===== src/rtl/gtfraw_wrapper_pkg.sv =====
// Shared constants for the gtfraw wrapper toggle-handshake responder.
package gtfraw_wrapper_pkg;
  localparam int CNT_W_DEF = 4;
endpackage


===== src/rtl/gtfraw_wrapper_toggle_responder_if.sv =====
// Toggle-request / event-stream bundle between initiator, responder and consumer.
// evt_valid/evt_ready: one event transfers on a clk edge where both are high;
// evt_valid never depends on evt_ready and holds until that transfer.
interface gtfraw_wrapper_toggle_responder_if
  import gtfraw_wrapper_pkg::*;
#(
  parameter int CNT_W = CNT_W_DEF
);
  logic             req_toggle;
  logic             ack_toggle;
  logic             evt_valid;
  logic             evt_ready;
  logic [CNT_W-1:0] evt_pending;
  logic             proto_err;
  logic             proto_err_clr;

  modport slave (
    input  req_toggle, evt_ready, proto_err_clr,
    output ack_toggle, evt_valid, evt_pending, proto_err
  );

  modport master (
    output req_toggle, evt_ready, proto_err_clr,
    input  ack_toggle, evt_valid, evt_pending, proto_err
  );
endinterface


===== src/rtl/gtfraw_wrapper_event_cnt.sv =====
// Saturating up/down counter of accepted, unconsumed events.
module gtfraw_wrapper_event_cnt
  import gtfraw_wrapper_pkg::*;
#(
  parameter int CNT_W = CNT_W_DEF
) (
  input  logic             clk,
  input  logic             reset,
  input  logic             inc,
  input  logic             dec,
  output logic [CNT_W-1:0] count,
  output logic             full,
  output logic             empty
);
  localparam logic [CNT_W-1:0] MAX_PEND = {CNT_W{1'b1}};
  localparam logic [CNT_W-1:0] ONE      = {{(CNT_W-1){1'b0}}, 1'b1};

  logic [CNT_W-1:0] count_q, count_d;

  always_comb begin
    count_d = count_q;
    // Simultaneous inc and dec cancel; the guards keep the count from wrapping.
    if (inc && !dec && (count_q != MAX_PEND)) begin
      count_d = count_q + ONE;
    end else if (dec && !inc && (count_q != '0)) begin
      count_d = count_q - ONE;
    end
  end

  always_ff @(posedge clk) begin
    if (reset) begin
      count_q <= '0;
    end else begin
      count_q <= count_d;
    end
  end

  assign count = count_q;
  assign full  = (count_q == MAX_PEND);
  assign empty = (count_q == '0);
endmodule


===== src/rtl/gtfraw_wrapper_toggle_responder.sv =====
// Responds to level-toggle requests with a toggle acknowledge and queues each
// accepted request as an event for a valid/ready consumer.
module gtfraw_wrapper_toggle_responder
  import gtfraw_wrapper_pkg::*;
#(
  parameter int CNT_W = CNT_W_DEF
) (
  input  logic                                   clk,
  input  logic                                   reset,
  gtfraw_wrapper_toggle_responder_if.slave       bus
);
  logic ack_q, ack_d;
  logic req_d_q, req_d_d;
  logic err_q, err_d;
  logic outstanding, consume, accept, err_set;
  logic full, empty;

  always_comb begin
    outstanding = (bus.req_toggle != ack_q);
    consume     = !empty && bus.evt_ready;
    // A same-cycle consume frees the slot, so a full counter can still accept.
    accept      = outstanding && (!full || consume);
    ack_d       = ack_q ^ accept;
    req_d_d     = bus.req_toggle;
    err_set     = (bus.req_toggle != req_d_q) && (req_d_q != ack_q);
    err_d       = err_q;
    if (bus.proto_err_clr) err_d = 1'b0;
    if (err_set)           err_d = 1'b1;
  end

  always_ff @(posedge clk) begin
    if (reset) begin
      ack_q   <= 1'b0;
      req_d_q <= 1'b0;
      err_q   <= 1'b0;
    end else begin
      ack_q   <= ack_d;
      req_d_q <= req_d_d;
      err_q   <= err_d;
    end
  end

  gtfraw_wrapper_event_cnt #(.CNT_W(CNT_W)) u_cnt (
    .clk   (clk),
    .reset (reset),
    .inc   (accept),
    .dec   (consume),
    .count (bus.evt_pending),
    .full  (full),
    .empty (empty)
  );

  assign bus.ack_toggle = ack_q;
  assign bus.evt_valid  = !empty;
  assign bus.proto_err  = err_q;
endmodule

===== src/flat_wrapper.sv =====
// flat-port wrapper written by rule: the top's interface ports become plain ports
module gtfraw_wrapper_toggle_responder_flat import gtfraw_wrapper_pkg::*;
#(
  parameter int CNT_W = CNT_W_DEF
)
  (clk, reset, bus_req_toggle, bus_evt_ready, bus_proto_err_clr, bus_ack_toggle, bus_evt_valid, bus_evt_pending, bus_proto_err);
  gtfraw_wrapper_toggle_responder_if #(.CNT_W(CNT_W)) bus_i ();
  input  logic clk;
  input  logic reset;
  input wire logic [$bits(bus_i.req_toggle)-1:0] bus_req_toggle;
  input wire logic [$bits(bus_i.evt_ready)-1:0] bus_evt_ready;
  input wire logic [$bits(bus_i.proto_err_clr)-1:0] bus_proto_err_clr;
  output wire logic [$bits(bus_i.ack_toggle)-1:0] bus_ack_toggle;
  output wire logic [$bits(bus_i.evt_valid)-1:0] bus_evt_valid;
  output wire logic [$bits(bus_i.evt_pending)-1:0] bus_evt_pending;
  output wire logic [$bits(bus_i.proto_err)-1:0] bus_proto_err;
  assign bus_i.req_toggle = bus_req_toggle;
  assign bus_i.evt_ready = bus_evt_ready;
  assign bus_i.proto_err_clr = bus_proto_err_clr;
  assign bus_ack_toggle = bus_i.ack_toggle;
  assign bus_evt_valid = bus_i.evt_valid;
  assign bus_evt_pending = bus_i.evt_pending;
  assign bus_proto_err = bus_i.proto_err;
  gtfraw_wrapper_toggle_responder #(.CNT_W(CNT_W)) u_core (.clk(clk), .reset(reset), .bus(bus_i));
endmodule

===== config.mk =====
export PLATFORM = sky130hd
export DESIGN_NAME = gtfraw_wrapper_toggle_responder_flat
export DESIGN_NICKNAME = d
export VERILOG_FILES = /design/src/rtl/gtfraw_wrapper_pkg.sv /design/src/rtl/gtfraw_wrapper_toggle_responder_if.sv /design/src/rtl/gtfraw_wrapper_event_cnt.sv /design/src/rtl/gtfraw_wrapper_toggle_responder.sv /design/src/flat_wrapper.sv
export SDC_FILE = /design/constraint.sdc
export NUM_CORES = 1
export LEC_CHECK = 0
export CORE_AREA = 10 10 47 49
export DETAILED_ROUTE_END_ITERATION = 6
export DIE_AREA = 0 0 57 59
export DONT_BUFFER_PORTS = 1
export HOLD_SLACK_MARGIN = 0.05
export PLACE_DENSITY_LB_ADDON = 0.1
export SYNTH_ARGS = -nofsm -noshare
export SYNTH_HDL_FRONTEND = slang
export SYNTH_SLANG_ARGS = --single-unit

===== constraint.sdc =====
create_clock -name clk -period 3 [get_ports clk]
set_clock_uncertainty 0.1 [all_clocks]
set_input_delay 0.6 -clock clk [delete_from_list [all_inputs] [get_ports clk]]
set_output_delay 0.6 -clock clk [all_outputs]
set_load 0.02 [all_outputs]

# --- Word-level counts from Yosys, hierarchy flattened ---
# Index checks and enable logic that the tools add are counted.
totals:
  reg_bits: 7
op_classes:
  n_mux: 4
  n_eq_ne: 5
  bitwise: 1
  addsub: 2
  n_reduce_logical: 16
ops:
  columns: ["operator", "n"]
  rows:
  - ["2-to-1 mux 4 bit", 2]
  - ["logical AND 1 bit", 7]
  - ["adder 4 x 1 -> 4 bit (second input constant)", 1]
  - ["equality test 4 bit (second input constant)", 1]
  - ["zero test 1 bit", 4]
  - ["zero test 4 bit", 1]
  - ["!= test 4 bit (second input constant)", 1]
  - ["nonzero test 2 bit", 2]
  - ["nonzero test 4 bit", 1]
  - ["subtractor 4 x 1 -> 4 bit (second input constant)", 1]
  - ["!= test 1 bit", 3]
  - ["2-to-1 mux 1 bit", 2]
  - ["logical OR 1 bit", 1]
  - ["bitwise XOR 1 bit", 1]

# --- Depth between registers and ports, before layout ---
# Gate-level depths: netlist of run 1.
logic_depth:
  depth_word: 10
  depth_mapped: 9

# --- Cells and area by module ---
# Synthesis of run 1 repeated with hierarchy kept, for this count alone.
unflattened:
  hier_cells: 44
  hier_area_um2: 444.2
modules_own_cells:
  columns: ["mod", "area_each_um2", "cells_per_inst", "instances"]
  rows:
  - ["gtfraw_wrapper_event_cnt", 287.8, 28, 1]
  - ["gtfraw_wrapper_toggle_responder", 156.4, 16, 1]

# --- Least setup slack after synthesis of run 1 ---
# OpenSTA, ideal clock, no wires.
synth_path:
  kind: "reg2reg"
  startpoint: "reg u_core.u_cnt.count_q[1] (netlist: u_core.u_cnt.count[1])"
  endpoint: "reg u_core.u_cnt.count_q[3] (netlist: u_core.u_cnt.count[3])"
  t_arrival_ps: 2096
  path_stages_with_launch: 10
  slack_ps: 661
  path_buffers: 1
  cell_sequence: "dfxtp_1 -> o41ai_2 -> and3_1 -> buf_2 -> inv_1 -> ha_1 -> a21oi_1 -> a21boi_0 -> mux2i_1 -> o311ai_0"
synth_between:
  elab_chain_len: 9
synth_rtl:
  columns: ["item", "line_no", "source"]
  rows:
  - ["start, declared", "gtfraw_wrapper_event_cnt.sv:18", "logic [CNT_W-1:0] count_q, count_d;"]
  - ["start signal, assigned", "gtfraw_wrapper_event_cnt.sv:34", "count_q <= count_d;"]
  - ["zero test 4 bit", "gtfraw_wrapper_event_cnt.sv:40", "assign empty = (count_q == '0);"]
  - ["zero test 1 bit", "gtfraw_wrapper_toggle_responder.sv:20", "consume = !empty && bus.evt_ready;"]
  - ["logical AND 1 bit", "gtfraw_wrapper_toggle_responder.sv:20", null]
  - ["logical OR 1 bit", "gtfraw_wrapper_toggle_responder.sv:22", "accept = outstanding && (!full || consume);"]
  - ["logical AND 1 bit", "gtfraw_wrapper_toggle_responder.sv:22", null]
  - ["zero test 1 bit", "gtfraw_wrapper_event_cnt.sv:25", "end else if (dec && !inc && (count_q != '0)) begin"]
  - ["logical AND 1 bit (2 in series)", "gtfraw_wrapper_event_cnt.sv:25", null]
  - ["nonzero test 2 bit (no source line)", null, null]
# Several ways; a longest one is shown, not always the timed one. The select of a mux whose other input is x is not followed.
# A chain may end at the register's enable or synchronous reset.

# --- Final worst setup path of run 1 ---
# Ends and elaborated chain as after synthesis.

==> impl_results.md, run 1 <==
* Worst Slack Setup Final at 364 ps
* Die Y at 59 um
* Postcts setup bufs at 0
* Clock root buffer: clkbuf_4
* Crit path cell chain: o41ai_2 -> and3_1 -> inv_1 -> ha_1 -> a21oi_1 -> a21boi_0 -> mux2i_1 -> o311ai_0
* Remaining Overflow, GRT at 0
* Max-cap viol count at 0
* Met2 Use GR at 11.2%
* Clock Latency Late Sink at 250 ps
* WS Path Type: reg2reg
* Critical Path RT at 3010 ps
* Initial antenna violation count at 0
* Most common cell in the netlist: dfxtp_1
* Worst Setup End Kind: register
* Clk slew on worst S/H paths at 60 ps
* Filler cells at 166
* Flop pwr share at 40.9%
* Grt peak-use layer: met2
* CP max stage delay at 450 ps
* Synth Area in XOR/XNOR at 4.06%
* Num ports at 12
* Minimum clock period after layout at 2640 ps
* Yosys warning count at 0
* Worst hold endpoint: u_core.u_cnt.count[0]
* Synthesized area at 432 um2
* ANT cells at 0
* Crit path arrival time at 2650 ps
* Area of the multi-input gates at 279 um2
* Wire per inst at 14.5 um
* HP Start: reset
* Status: completed
* Hold WS at 308 ps
* Part of the cycle the worst path needs at 87.9%
* Worst path bufs/invs at 1
* Layout cells sized above 1 at 17.3%
* Number of synthesized flops with an enable pin at 0
* CTS tree: done
* Area delta synth->final at 9.86%
* CTS buffer count at 3
* Crit Path Max Fanout at 7
* Worst R2R End: u_core.u_cnt.count[3]
* Synth cell types at 25
* Relative slew slack at 68.6%
* Critical R2R Launch: u_core.u_cnt.count[1]
* Met3 GRT Util at 5.15%
* Avg Cell Area, Syn at 8.81 um2
* Synthesized Nets at 57
* Top FF cell, synth: dfxtp_1
* Cell taking the most area after synthesis: dfxtp_1
* Buffers on Ports at 0
* Hold-critical path depth at 1
* Max clock buf depth at 2
* Core box area at 1400 um2
* Most frequent cells after synthesis: 7 x dfxtp_1, 6 x nor2_1, 4 x a21oi_1, 3 x nand3_1, 3 x o21ai_0
* PostCTS Resize Cnt at 0
* Vias in the first global route at 386
* RSZ-0062 raised after global routing: no
* # rows at 14
* Final Hold Viols at 0
* Top-area cell type share of the netlist area at 32.5%
* Setup crit start: u_core.u_cnt.count[1]
* Met1 global-route usage at 5.21%
* Place WS at 348 ps
* Post-synthesis compound-gate area fraction at 19.7%
* Final net count at 61
* Initial core utilization at 30.8%
* Final GP Congestion at 0.728
* R2R setup slack at 360 ps
* Post-DR vias/cell at 5.51
* Leak at 0.186 nW
* Largest net degree at the start of global routing at 9
* Initial DRT Pass Iterations at 5
* Final WL at 986 um
* DIE AREA at 3360 um2
* Async SR Flop Fraction at 0%
* Sequential share of the synthesized area at 32.5%
* Endpoints failing setup at 0
* Least-Margin Pin Slew at 470 ps
* Worst VDD drop at 428 uV
* Starting DRT DRC Count at 4
* Post-Synthesis Cells at 49
* Pint at 0.255 mW
* Synth Register Bits at 7
* Drt drc at 0
* Clk network pwr share at 17.7%
* Adder-cell area share of the yosys netlist at 10.4%
* PD cells at 1020 nW/um2
* Comb power frac at 41.4%
* Top post-synthesis cells by area: dfxtp_1 32%, ha_1 5.8%, nor2_1 5.2%
* First-pass GRT wire length at 1680 um
* Startpoint Class: register
* CTS Sinks at 7
* R2R depth at 8
* Largest family of logic cells by synthesized area: simple AND/OR/NAND/NOR gates
* Vias at 375
* Critical Path Slowest Stage Cell: dfxtp_1
* Fin Setup TNS at 0 ps
* DRT antenna net count at 0
* Fmax at 379 MHz
* Simple-gate share of the synthesized area at 25.8%
* Storage cell area at 140 um2
* Hold_buf cts at 0
* Die W at 57 um
* Gr usage total at 6.30%
* Top delay family on crit path: compound AO/OA/AOI/OAI gates
* Post-synthesis mux area share at 4.64%
* NetSw at 0.229 mW
* Detailed Place HPWL at 847 um
* Sw Share at 47.3%
* Clock H-tree levels at 1
* Layout Utilization at 33.8%
* Max Slew Vio Count at 0
* Worst min path class: in2reg
power by group through the flow:
stage          clock [mW]  sequential, mW  combinational, mW
3_3_place_gp            0           0.200              0.195
4_1_cts            0.0897           0.201              0.206
3_5_place_dp            0           0.203              0.205
5_1_grt            0.0962           0.209              0.227
2_1_floorplan           0           0.189              0.175
6_report           0.0856           0.198              0.201
cells in the final DEF, fill, tap and decap left out:
master | netlist | routed
clkinv_2 | 0 | 1
a21oi_2 | 1 | 1
nand3_1 | 3 | 3
o41ai_2 | 1 | 1
fa_1 | 1 | 1
nand2_1 | 2 | 2
a21boi_0 | 1 | 1
nor3b_2 | 1 | 1
o21ai_0 | 3 | 3
ha_1 | 2 | 2
nand2b_1 | 1 | 1
nor2_1 | 6 | 6
or4_4 | 1 | 1
o311ai_0 | 1 | 1
or2_2 | 1 | 1
inv_1 | 2 | 2
and3_1 | 1 | 1
nor2b_1 | 1 | 1
xor2_1 | 2 | 2
clkbuf_4 | 0 | 3
a221oi_1 | 1 | 1
mux2i_1 | 2 | 2
a21oi_1 | 4 | 4
nor3_1 | 1 | 1
dfxtp_1 | 7 | 7
nand4_1 | 2 | 2
through the flow:
step	instance area, um2	power (mW)	instances
after global routing	474	0.532	68
after global placement	447	0.395	64
after detailed placement	447	0.408	64
final	474	0.484	68
after floorplan	432	0.364	49
after CTS	474	0.497	68
final cells by class:
cell class	instances	share of cell area [%]
Inverter	2	1.58
Clock buffer	3	4.75
Multi-Input combinational cell	39	58.8
Tap cell	16	4.22
Sequential cell	7	29.6
Clock inverter	1	1.06
worst max path at each step:
| stage | end | slack, ps | cells past startpoint |
|---|---|---|---|
| floorplan | u_core.u_cnt.count[3] | 660 | 9 |
| global placement | u_core.u_cnt.count[3] | 460 | 8 |
| detailed placement | u_core.u_cnt.count[3] | 350 | 8 |
| CTS | u_core.u_cnt.count[3] | 320 | 8 |
| global route | u_core.u_cnt.count[3] | 100 | 8 |
| finish | u_core.u_cnt.count[3] | 360 | 8 |
cell families (layout without fill, tap and decap cells):
| logic type | Yosys count | after routing |
|---|---|---|
| compound gates | 12 | 12 |
| xor+xnor | 2 | 2 |
| fa+ha+maj | 3 | 3 |
| buf+inv | 3 | 6 |
| flops | 7 | 7 |
| mux | 2 | 2 |
| simple gates | 20 | 20 |
routing by layer:
| metal | up-vias | wire [um] |
|---|---|---|
| met4 | 0 | 16 |
| met2 | 10 | 551 |
| met3 | 2 | 86 |
| met5 | - | 0 |
| met1 | 178 | 332 |
| li1 | 185 | - |
No activity file was read; power rests on OpenSTA's default activity.
==> run 2: changes to the inputs <==
Settings changed: TNS_END_PERCENT from default to 20.
==> results of run 2 <==
The final DEF is identical to that of run 1; final timing and power are the same.
